$ cat config.mk
export PLATFORM = sky130hd
export DESIGN_NAME = dec3to8_dual_flat
export DESIGN_NICKNAME = d
export VERILOG_FILES = /design/src/rtl/dec3to8_dual_pkg.sv /design/src/rtl/dec3to8_dual_if.sv /design/src/rtl/dec3to8_dual_core.sv /design/src/rtl/dec3to8_dual.sv /design/src/flat_wrapper.sv
export SDC_FILE = /design/constraint.sdc
export NUM_CORES = 1
export LEC_CHECK = 0
export ABC_CLOCK_PERIOD_IN_PS = 800
export BUFFER_PORTS_ARGS = -buffer_cell sky130_fd_sc_hd__buf_2
export CAP_MARGIN = 20
export CORE_MARGIN = 4
export CORE_UTILIZATION = 44
export DETAILED_ROUTE_END_ITERATION = 16
export PLACE_DENSITY = 0.74
export SLEW_MARGIN = 10
export SYNTH_ARGS = -nofsm -noshare
export SYNTH_HDL_FRONTEND = slang
export SYNTH_HIERARCHICAL = 1
export SYNTH_SLANG_ARGS = --single-unit
$ cat constraint.sdc
create_clock -name clk -period 0.8 [get_ports clk]
set_input_delay 0.08 -clock clk [delete_from_list [all_inputs] [get_ports clk]]
set_output_delay 0.08 -clock clk [all_outputs]
set_load 0.05 [all_outputs]
$ cat src/rtl/dec3to8_dual_pkg.sv
// rtl/dec3to8_dual_pkg.sv - shared widths, one-hot type and decode style enum
package dec_pkg;

  localparam int IN_W  = 3;
  localparam int OUT_W = 2 ** IN_W;

  typedef logic [OUT_W-1:0] onehot_t;

  typedef enum logic {
    DEC_SHIFT = 1'b0,
    DEC_CASE  = 1'b1
  } dec_style_e;

endpackage

$ cat src/rtl/dec3to8_dual_if.sv
// rtl/dec3to8_dual_if.sv - select inputs and decoded outputs bundle
interface dec3to8_dual_if;
  import dec_pkg::*;

  logic [IN_W-1:0] in;
  logic            en;
  onehot_t         d_shift;
  onehot_t         d_case;
  logic            mismatch;

  modport master (
    output in,
    output en,
    input  d_shift,
    input  d_case,
    input  mismatch
  );

  modport slave (
    input  in,
    input  en,
    output d_shift,
    output d_case,
    output mismatch
  );

endinterface

$ cat src/rtl/dec3to8_dual_core.sv
// rtl/dec3to8_dual_core.sv - combinational 3-to-8 decoder, shift or table style
module dec3to8_core
  import dec_pkg::*;
#(
  parameter dec_style_e STYLE = DEC_SHIFT
) (
  input  logic [IN_W-1:0] in,
  input  logic            en,
  output onehot_t         out
);

  generate
    if (STYLE == DEC_SHIFT) begin : g_shift
      // Shift at full output width so every 3-bit code lands inside the vector
      always_comb begin
        out = '0;
        if (en) begin
          out = onehot_t'(1) << in;
        end
      end
    end else begin : g_case
      // Explicit table; unknown selects fall to the default so they disagree with the shift path
      always_comb begin
        out = '0;
        if (en) begin
          case (in)
            3'd0:    out = 8'h01;
            3'd1:    out = 8'h02;
            3'd2:    out = 8'h04;
            3'd3:    out = 8'h08;
            3'd4:    out = 8'h10;
            3'd5:    out = 8'h20;
            3'd6:    out = 8'h40;
            3'd7:    out = 8'h80;
            default: out = 8'h00;
          endcase
        end
      end
    end
  endgenerate

endmodule

$ cat src/rtl/dec3to8_dual.sv
// rtl/dec3to8_dual.sv - registered dual-implementation decoder with disagreement flag
module dec3to8_dual
  import dec_pkg::*;
(
  input  logic               clk,
  input  logic               rst_n,
  dec3to8_dual_if.slave      bus
);

  onehot_t w_shift;
  onehot_t w_case;
  logic    w_diff;

  onehot_t r_shift;
  onehot_t r_case;
  logic    r_mismatch;

  dec3to8_core #(.STYLE(DEC_SHIFT)) u_shift (
    .in  (bus.in),
    .en  (bus.en),
    .out (w_shift)
  );

  dec3to8_core #(.STYLE(DEC_CASE)) u_case (
    .in  (bus.in),
    .en  (bus.en),
    .out (w_case)
  );

  assign w_diff = (w_shift != w_case);

  // Capture both decodes and their comparison on the same edge so the flag lines up with the data
  always_ff @(posedge clk or negedge rst_n) begin
    if (!rst_n) begin
      r_shift    <= '0;
      r_case     <= '0;
      r_mismatch <= 1'b0;
    end else begin
      r_shift    <= w_shift;
      r_case     <= w_case;
      r_mismatch <= w_diff;
    end
  end

  assign bus.d_shift  = r_shift;
  assign bus.d_case   = r_case;
  assign bus.mismatch = r_mismatch;

endmodule

$ cat src/flat_wrapper.sv
// flat-port wrapper written by rule: the top's interface ports become plain ports
module dec3to8_dual_flat import dec_pkg::*;
  (clk, rst_n, bus_in, bus_en, bus_d_shift, bus_d_case, bus_mismatch);
  dec3to8_dual_if bus_i ();
  input  logic clk;
  input  logic rst_n;
  input wire logic [$bits(bus_i.in)-1:0] bus_in;
  input wire logic [$bits(bus_i.en)-1:0] bus_en;
  output wire logic [$bits(bus_i.d_shift)-1:0] bus_d_shift;
  output wire logic [$bits(bus_i.d_case)-1:0] bus_d_case;
  output wire logic [$bits(bus_i.mismatch)-1:0] bus_mismatch;
  assign bus_i.in = bus_in;
  assign bus_i.en = bus_en;
  assign bus_d_shift = bus_i.d_shift;
  assign bus_d_case = bus_i.d_case;
  assign bus_mismatch = bus_i.mismatch;
  dec3to8_dual u_core (.clk(clk), .rst_n(rst_n), .bus(bus_i));
endmodule
Word-level counts from Yosys, hierarchy flattened
Memory sizes are Yosys's and may differ from the RTL's.
Cells that the tools add are included.
{ "word_totals": {"rom_bits": 64, "output_inout_bits": 17, "input_bits": 6, "regBits": 17, "memories": 1, "elab_cells": 8} }
{ "mem_list": {"columns": ["memory", "depth", "width", "read_ports", "rd_clocked_by_memory_dff", "write_ports", "line", "source"], "rows": [
  ["(no name shown)", 8, 8, 1, 0, 0, "dec3to8_dual_core.sv:26", "case (in)"]
]} }
{ "classes": {"n_mux": 2, "n_shift": 1, "eq_ne": 1} }
{ "op_table": {"columns": ["cell", "n"], "rows": [
  ["two-way mux 8 bit", 2],
  ["!= test 8 bit", 1],
  ["<< shifter 1 x 3 -> 8 bit, first input constant", 1]
]} }

Longest topological paths before layout
{ "depth": {"depth_word": 3, "ltp_mapped": 4, "ltp_nobuf": 4} }

Hierarchy
The synthesis kept the hierarchy.
{ "modules_own_cells": {"columns": ["mod", "area_each_um2", "n_inst", "seq_area_each_um2", "cells_per_inst"], "rows": [
  ["dec3to8_dual", 511.7, 1, 425.4, 28],
  ["dec3to8_core", 95.1, 2, 0.0, 8]
]} }

Worst setup path before layout
No wires, ideal clock.
{ "synth_timing": {"path_type": "input to register", "startpoint": "in bus_in[2]", "endpoint": "reg u_core.r_mismatch (netlist: u_core/bus.mismatch)", "n_path_buf": 0, "cell_stages": 4, "required_ns": 0.671, "arrival_time_ns": 0.790, "setup_time_ns": 0.129, "slack_ns": -0.119, "cell_sequence": "nor4b_2 > xor2_1 > nor4_1 > nand2_1"} }
{ "synth_between": {"elab_chain_cells": 3, "elab_cells_between_ends": 5, "cone_classes": "eq/ne: 1; shift: 1; mux: 2; memory: 1"} }
{ "synth_lines": {"columns": ["element", "line", "source"], "rows": [
  ["start: declaration", "flat_wrapper.sv:7", "input wire logic [$bits(bus_i.in)-1:0] bus_in;"],
  ["memory (8 x 8 bit) / << shifter 1 x 3 -> 8 bit (equally long branches)", null, null],
  ["two-way mux 8 bit, on equally long branches", "dec3to8_dual_core.sv:25, dec3to8_dual_core.sv:17", null],
  ["!= test 8 bit *", "dec3to8_dual.sv:30", "assign w_diff = (w_shift != w_case);"],
  ["net u_core.w_diff", "dec3to8_dual.sv:12", "logic w_diff;"],
  ["end signal: assignment", "dec3to8_dual.sv:41", "r_mismatch <= w_diff;"],
  ["end: declaration", "dec3to8_dual.sv:16", "logic r_mismatch;"]
]} }
Mark *: on every way through the listed nets, which the timed path passes. The rest lies on a longest branch.

Worst setup path in the final report
{ "layout_timing": {"startpoint": "reg u_core.r_case[1] (netlist: u_core/bus.d_case[1])", "endpoint": "out bus_d_case[1]"} }
{ "layout_lines": {"columns": ["element", "line", "source"], "rows": [
  ["start: declaration", "dec3to8_dual.sv:15", "onehot_t r_case;"],
  ["start signal: assignment", "dec3to8_dual.sv:40", "r_case <= w_case;"],
  ["end: declaration", "flat_wrapper.sv:10", "output wire logic [$bits(bus_i.d_case)-1:0] bus_d_case;"]
]} }
No word-level cell between the ends.

==> flow_summary_export.csv <==
group,metric,value,unit
status,status,"complete, but fails checks",
status,violations,"hold timing, setup timing",
worst_setup_path,crit_buf_inv,1,
synth,synth_nets,50,
place,gp_congestion,0.727,
place,dpl_cell_area,872,um2
die,initial_utilization,46.6,%
global_route,grtUsageTotal,12.7,%
min_path,min_path_cells,2,
min_path,hold_start,"bus_in[2]",
worst_setup_path,cp.required,0.72,ns
die,die-area,2300,um2
global_route,first_global_vias,451,
detailed_routing,via_per_inst,5.45,
detailed_routing,wirelength,1460,um
worst_setup_path,critPathLaunchType,"flop",
clock_network,cts_tree,"yes",
sta,finalCritPeriodShare,115,%
clock_network,cts_root_buf,"clkbuf_4",
place,dpl.hpwl,855,um
place,numPlacedInstances,85,
clock_network,numCtsBuffers,3,
min_path,min_path_type,"in -> reg",
detailed_routing,post-route-drc-count,0,
die,core,1510,um2
worst_setup_path,startpoint,"u_core/bus.d_case[1]",
worst_setup_path,cp_slowest_cell,"dfrtp_1",
sta,worst_slack,-0.121,ns
worst_setup_path,worstPathCellList,"buf_6",
die,die_x,47.9,um
detailed_routing,wire_per_inst,15.9,um
clock_network,ctsHoldBuffers,1,
pwr,p_leak,0.604,nW
worst_setup_path,cp_num_cells,1,
clock_network,cts_setup_buffers,0,
run,max-cap-violations,0,
pwr,comb_power_share,22.4,%
sta,slew_viol_final,0,
global_route,grt_pass1_wl,1970,um
sta,period_minus_slack,0.921,ns
finish,final_common_cell,"buf_6",
finish,area_delta_synth_final,61.0,%
worst_setup_path,cpLargestDelayFamily,"flip-flops",
global_route,overflow,0,
pwr,power_density,1530,nW/um2
pwr,seqPwrFrac,52.1,%
pwr,power_switching_share,27.8,%
synth,ys_ff_latch,17,
sta,fin_tns_setup,-1.74,ns
detailed_routing,vias,501,
detailed_routing,antenna_left,0,
sta,hold_slack,-0.00589,ns
pwr,finalPower,1.73,mW
clock_network,clockBufferDepth,2,
die,rows,14,
sta,hold_viol_final,2,
clock_network,clk_pin_slew,0.09,ns
synth,ys_seq_area_share,60.6,%
pwr,p_int,1.25,mW
pwr,switchingPower,481,uW
die,fp.dieH,47.9,um
sta,final-setup-viol-count,18,
global_route,antenna_found_initial,0,
sta,max_slew_margin,75.7,%
min_path,min_to,"u_core/bus.d_shift[0]",
finish,layout.cells.non_filler,92,
worst_setup_path,critPathCaptureType,"primary output",
finish,final_cell_mix,"buf_6, dfrtp_1, xor2_1, and4b_2, and4bb_1",
finish,final_cell_area,1130,um2
die,io_pins,23,
sta,fmax,1090,MHz
pwr,ir_worst_vdd,0.914,mV
synth,yosysWarnings,6,
finish,antenna_cells,0,
clock_network,htreeDepth,1,
worst_setup_path,path_max_fanout,1,
finish,fin_nets,83,
worst_setup_path,timing_worst_setup_path_type,"reg -> out",
synth,postSynthAreaPerCell,16.0,um2
clock_network,clock-sinks,17,
detailed_routing,drt-pass1-iter-count,4,
global_route,grt_max_degree,18,
detailed_routing,drt_iter0_markers,6,
sta,rsz0062_at_grt,"yes",
sta,tightest_slew,0.364,ns
synth,netlist_area,702,um2
worst_setup_path,max_stage_delay,0.40,ns
synth,synthDistinctLibCells,10,
finish,utilization,75.0,%
worst_setup_path,crit_arrival,0.84,ns
synth,synth_cells,44,
pwr,p_clk_share,25.5,%
finish,layout-drive-gt1-share,55.3,%
place,io_buffers,22,
[logic make-up (layout without fill, tap and decap cells)]
family / Yosys count / count (layout) / synth area share [%]
buffers and inverters: 0 / 32 / 0
xor gates and xnor gates: 8 / 8 / 9.98
DFF: 17 / 17 / 60.6
and+or+nand+nor: 19 / 19 / 29.4
[timing repair]
item,CTS,global route
cloned,0,2
gates resized for setup,43,9
pin swaps,1,6
setup endpoints to repair,18,18
hold endpoints to repair,17,2
[state kept, by name (all words and copies together) (netlist names)]
signal and cells:
u_core/bus.d_case 8, u_core/bus.mismatch 1, u_core/bus.d_shift 8
[metrics by stage]
| step | hold WS, ns | setup slack (ns) |
|---|---|---|
| floorplan | -0.216 | -0.0988 |
| global placement | 0.00164 | -0.487 |
| detailed placement | 0.0154 | -0.502 |
| CTS | 0.0211 | -0.126 |
| global route | -0.0175 | -0.142 |
| finish | -0.00589 | -0.121 |
[power groups by stage]
stage	combinational (mW)	clock [mW]	sequential (mW)
floorplan	0.0654	0	1.02
global placement	0.279	0	0.909
detailed placement	0.287	0	0.910
CTS	0.341	0.457	0.900
global route	0.411	0.487	0.904
finish	0.388	0.441	0.902
[worst max-delay path by stage]
stage / slack [ns] / endpoint
global placement: -0.49 / u_core/bus.mismatch
finish: -0.12 / bus_d_case[1]
floorplan: -0.1 / u_core/bus.mismatch
detailed placement: -0.50 / u_core/bus.mismatch
global route: -0.14 / bus_d_case[7]
CTS: -0.13 / bus_d_case[1]
[area by class of cell]
cell class	instances	area, um2
multi-input combinational	27	303
tap	16	20.0
fill	107	377
sequential	17	425
clock buffer	3	22.5
timing repair buffer	28	354
clock inverter	1	5.00
[Yosys cell counts (all sizes together)]
master | instances | area, um2
dfrtp | 17 | 425
xor2 | 8 | 70.1
and4b | 6 | 65.1
and4bb | 6 | 75.1
and4 | 2 | 20.0
nor4 | 2 | 12.5
nor4b | 2 | 30.0
nand2 | 1 | 3.75
[metal layers]
metal  GRT usage, %  wire, um
met1           14.7       574
met4           6.45        13
met2           21.4       788
met5              0         0
met3           3.38        86
(Power assumes the default switching activity.)
